==> config.mk <==
export PLATFORM = sky130hd
export DESIGN_NAME = register_file
export DESIGN_NICKNAME = d
export VERILOG_FILES = /design/src/rtl/register_file.sv
export SDC_FILE = /design/constraint.sdc
export NUM_CORES = 2
export LEC_CHECK = 0
export CORE_ASPECT_RATIO = 0.6
export CORE_MARGIN = 4
export CORE_UTILIZATION = 50
export CTS_CLUSTER_DIAMETER = 80
export DETAILED_ROUTE_END_ITERATION = 10
export PLACE_DENSITY_LB_ADDON = 0.25
export SYNTH_ARGS = -nofsm -noshare
export SYNTH_HDL_FRONTEND = slang
export SYNTH_SLANG_ARGS = --single-unit
==> constraint.sdc <==
create_clock -name clk -period 4.5 [get_ports clk]
set_input_delay 0.9 -clock clk [delete_from_list [all_inputs] [get_ports clk]]
set_output_delay 0.9 -clock clk [all_outputs]
set_load 0.01 [all_outputs]
==> src/rtl/register_file.sv <==
// Architectural register file with per-register rename tags (busy + ROB slot).
// Optional same-cycle writeback bypass on the query ports: define REGFILE_WB_BYPASS_EN.
module register_file (
    input  logic        clk,
    input  logic        rst,
    input  logic        flush,
    input  logic        rename_en,
    input  logic [4:0]  rename_regid,
    input  logic [4:0]  rename_tag,
    input  logic        writeback_en,
    input  logic [4:0]  writeback_id,
    input  logic [4:0]  writeback_dependency,
    input  logic [31:0] writeback_val,
    input  logic [4:0]  query_regid1,
    input  logic [4:0]  query_regid2,
    output logic        query_busy1,
    output logic [4:0]  query_tag1,
    output logic [31:0] query_val1,
    output logic        query_busy2,
    output logic [4:0]  query_tag2,
    output logic [31:0] query_val2
);

    typedef struct packed {
        logic        busy;
        logic [4:0]  tag;
        logic [31:0] val;
    } query_t;

    logic [31:0] val_q  [32];
    logic        busy_q [32];
    logic [4:0]  tag_q  [32];

    logic wb_hit;
    logic rn_hit;

    assign wb_hit = writeback_en && (writeback_id != 5'd0);
    assign rn_hit = rename_en && (rename_regid != 5'd0) && !flush;

    // Rename is applied after writeback so a same-register rename wins the busy/tag.
    always_ff @(posedge clk) begin
        if (rst) begin
            for (int i = 0; i < 32; i++) begin
                val_q[i]  <= 32'd0;
                busy_q[i] <= 1'b0;
                tag_q[i]  <= 5'd0;
            end
        end else begin
            if (wb_hit) begin
                val_q[writeback_id] <= writeback_val;
                if (busy_q[writeback_id] && (tag_q[writeback_id] == writeback_dependency)) begin
                    busy_q[writeback_id] <= 1'b0;
                end
            end
            if (flush) begin
                for (int i = 0; i < 32; i++) begin
                    busy_q[i] <= 1'b0;
                end
            end
            if (rn_hit) begin
                busy_q[rename_regid] <= 1'b1;
                tag_q[rename_regid]  <= rename_tag;
            end
        end
    end

    function automatic query_t lookup(input logic [4:0] regid);
        query_t q;
        q.busy = busy_q[regid];
        q.tag  = tag_q[regid];
        q.val  = val_q[regid];
`ifdef REGFILE_WB_BYPASS_EN
        // The committing producer resolves this operand right now; forward its value.
        if (wb_hit && (writeback_id == regid) && busy_q[regid] &&
            (tag_q[regid] == writeback_dependency)) begin
            q.busy = 1'b0;
            q.val  = writeback_val;
        end
`endif
        if (regid == 5'd0) begin
            q = '0;
        end
        return q;
    endfunction

    query_t q1;
    query_t q2;

    always_comb begin
        q1 = lookup(query_regid1);
        q2 = lookup(query_regid2);
    end

    assign query_busy1 = q1.busy;
    assign query_tag1  = q1.tag;
    assign query_val1  = q1.val;
    assign query_busy2 = q2.busy;
    assign query_tag2  = q2.tag;
    assign query_val2  = q2.val;

endmodule

==> flow_summary_export.csv <==
group,metric,value,unit
outcome,status,"complete, no violations",
timing,max-slew-margin-rel,13.2,%
routing,drc,0,
clocking,path_clk_slew,0.06,ns
floorplanning,die_h,290,µm
pwr,pwr-share-seq,49.2,%
synthesis,synthCells,4135,
flow_run,drv_cap,0,
grt,grt_max_degree,58,
timing,slew_viol_final,0,
clocking,cts.hold.buffers_added,0,
grt,grt_pass1_wl,325000,µm
setup_path,worstRegToRegCells,10,
setup_path,worstPathMaxFanout,36,
pwr,power_density,360,mW/mm²
finish,final_cells,6198,
pwr,peakVddDrop,0.344,mV
timing,setup_viol,0,
timing,fin_crit,4.44,ns
finish,final_common_cell,"edfxtp_1",
synthesis,ys_ff_latch,1216,
grt,antenna_found_initial,25,
setup_path,required,3.60,ns
pwr,combPwrFrac,14.5,%
synthesis,synth-edff-count,1184,
routing,antenna_left,0,
place,place_congestion,0.955,
place,dp_hpwl,145000,µm
min_path,hp-start,"busy_q[0]",
timing,fin_crit_sh,98.6,%
floorplanning,start_util,50.4,%
pwr,power_leakage,26.0,nW
pwr,p_int,20.2,mW
clocking,clk_latency,0.76,ns
finish,finalNetCount,4370,
routing,vias,42800,
finish,synthToLayoutAreaGrowth,14.0,%
synthesis,synth_area_leaders,"edfxtp_1 54%, mux4_2 26%, and2_1 11%",
setup_path,critPathCaptureType,"primary output",
grt,grt_use_total,33.4,%
synthesis,synth_seq_area_share,54.6,%
synthesis,synthFlopType,"edfxtp_1",
timing,hold_slack,0.526,ns
min_path,whs_endpoint,"busy_q[0]",
floorplanning,core,0.132,mm²
clocking,cts.sinks,1216,
routing,first_iter_violations,7870,
setup_path,r2r_start,"tag_q[10][4]",
floorplanning,dieArea,0.139,mm²
timing,rsz0062_at_grt,"no",
setup_path,worstSetupPathType,"in2out",
clocking,cts_buffers,113,
clocking,h-tree-depth,3,
setup_path,critPathLaunchType,"input port",
clocking,postCtsSetupRepairBufs,0,
min_path,whs_path_depth,1,
pwr,netSwitchingPower,6.98,mW
clocking,tritoncts,"done",
clocking,cts_resized,0,
synthesis,avgSynthCellArea,16.0,µm²
place,place_inst,5973,
floorplanning,rows,103,
place,io_buffers,142,
finish,drive_above_1_share,31.1,%
grt,grt_overflow,0,
routing,wirelength,232000,µm
finish,multi_input_area,0.0288,mm²
floorplanning,chipWidth,478,µm
synthesis,synth-async-reset-ratio,0,%
synthesis,synth.distinct_cells,51,
routing,dr.pass1.iters,5,
routing,wl_per_cell,37.4,µm
min_path,hold_class,"reg2reg",
timing,fin_worst_skew,0.0340,ns
synthesis,yosys_warnings,0,
floorplanning,io_pins,143,
timing,max_freq,225,MHz
clocking,root_buffer,"clkbuf_16",
finish,final_cell_mix,"1184 x edfxtp_1, 1151 x and2_1, 774 x mux4_2",
synthesis,syn_area,0.0663,mm²
timing,setup-tns-final,0,ns
routing,vias_per_cell,6.90,
pwr,switching_share,25.6,%
finish,seqCellArea,0.0362,mm²
setup_path,r2r_slack,1.44,ns
timing,hold_viol_final,0,
synthesis,yosysTopAreaCell,"edfxtp_1",
setup_path,critPathArrivalTime,3.54,ns
timing,tightest_slew,1.30,ns
synthesis,yosysTopAreaCellShare,53.6,%
setup_path,r2r-end,"busy_q[1]",
clocking,clockBufferDepth,3,
grt,grt_pass1_vias,41700,
finish,nFillCells,9881,
pwr,power.share.clock,36.3,%
worst max-delay path, stage by stage:
cell and delay (ns):
buf_8 0.43, buf_4 0.41, mux4_2 0.42, mux4_2 0.52, mux2i_1 0.22, nor2_1 0.07, clkdlybuf4s50_1 0.49
worst max path at each step:
| stage | start | endpoint | slack (ns) |
|---|---|---|---|
| 3_3_place_gp | query_regid2[0] | query_val2[8] | 0.10 |
| 3_5_place_dp | query_regid2[0] | query_val2[8] | 0.10 |
| 2_1_floorplan | query_regid1[0] | query_val1[10] | 0.45 |
| 4_1_cts | query_regid2[0] | query_val2[5] | 0.09 |
| 6_report | query_regid2[1] | query_tag2[3] | 0.06 |
| 5_1_grt | query_regid2[0] | query_val2[5] | 0.01 |
state kept, by name, summed over array words and instances, names as in the netlist:
| signal | flops |
|---|---|
| val_q | 1024 |
| tag_q | 160 |
| busy_q | 32 |
final cells by class:
type / count / share of cell area (%)
well taps: 1785 / 2.95
flip-flops and latches: 1216 / 47.9
inverters: 5 / 0.0248
diodes: 10 / 0.0331
multi-input cells: 2522 / 38.1
clock buffers: 140 / 4.01
clock inverters: 75 / 0.875
repair buffers: 445 / 6.17
cells in the mapped netlist (14+ instances only):
cell	instances
mux2i_1	135
dfxtp_1	32
or2_2	64
edfxtp_1	1184
a22oi_1	17
buf_2	14
buf_1	72
a21oi_1	68
mux4_2	774
nor2_1	175
and2_1	1151
clkbuf_1	334
layer usage:
| metal | track usage [%] | vias up | wire length, µm |
|---|---|---|---|
| met2 | 44.1 | 3692 | 94400 |
| met5 | 0 | - | 27 |
| li1 | - | 16400 | - |
| met4 | 9.97 | 4 | 7650 |
| met3 | 14.7 | 497 | 40200 |
| met1 | 49.9 | 22200 | 89700 |
power by group through the flow:
stage / combinational (mW) / sequential, mW / clock (mW)
floorplan: 2.28 / 13.4 / 0
global placement: 3.85 / 13.6 / 0
detailed placement: 3.87 / 13.6 / 0
CTS: 3.88 / 13.4 / 9.91
global route: 4.06 / 13.4 / 10.4
finish: 3.95 / 13.4 / 9.89
cells by family (layout without fill, tap and decap cells):
family | Yosys count | count (layout) | share of synthesized area, %
flops | 1216 | 1216 | 54.6
simple gates | 1454 | 1454 | 13.2
compound gates | 111 | 111 | 0.987
xor+xnor | 4 | 4 | 0.0755
other cells | 1 | 47 | 0.00566
buf+inv | 433 | 665 | 2.60
mux | 916 | 916 | 28.6
through the flow:
step	util, %	setup WS, ns	area [µm²]	total power, mW
CTS	57.4	0.0900	75600	27.2
finish	57.5	0.0636	75600	27.2
detailed placement	54.6	0.102	71900	17.5
global placement	54.6	0.101	71900	17.4
global route	57.4	0.0115	75600	27.9
floorplan	-	0.451	66400	15.7
Note: power is estimated with default switching activity, not from simulation.
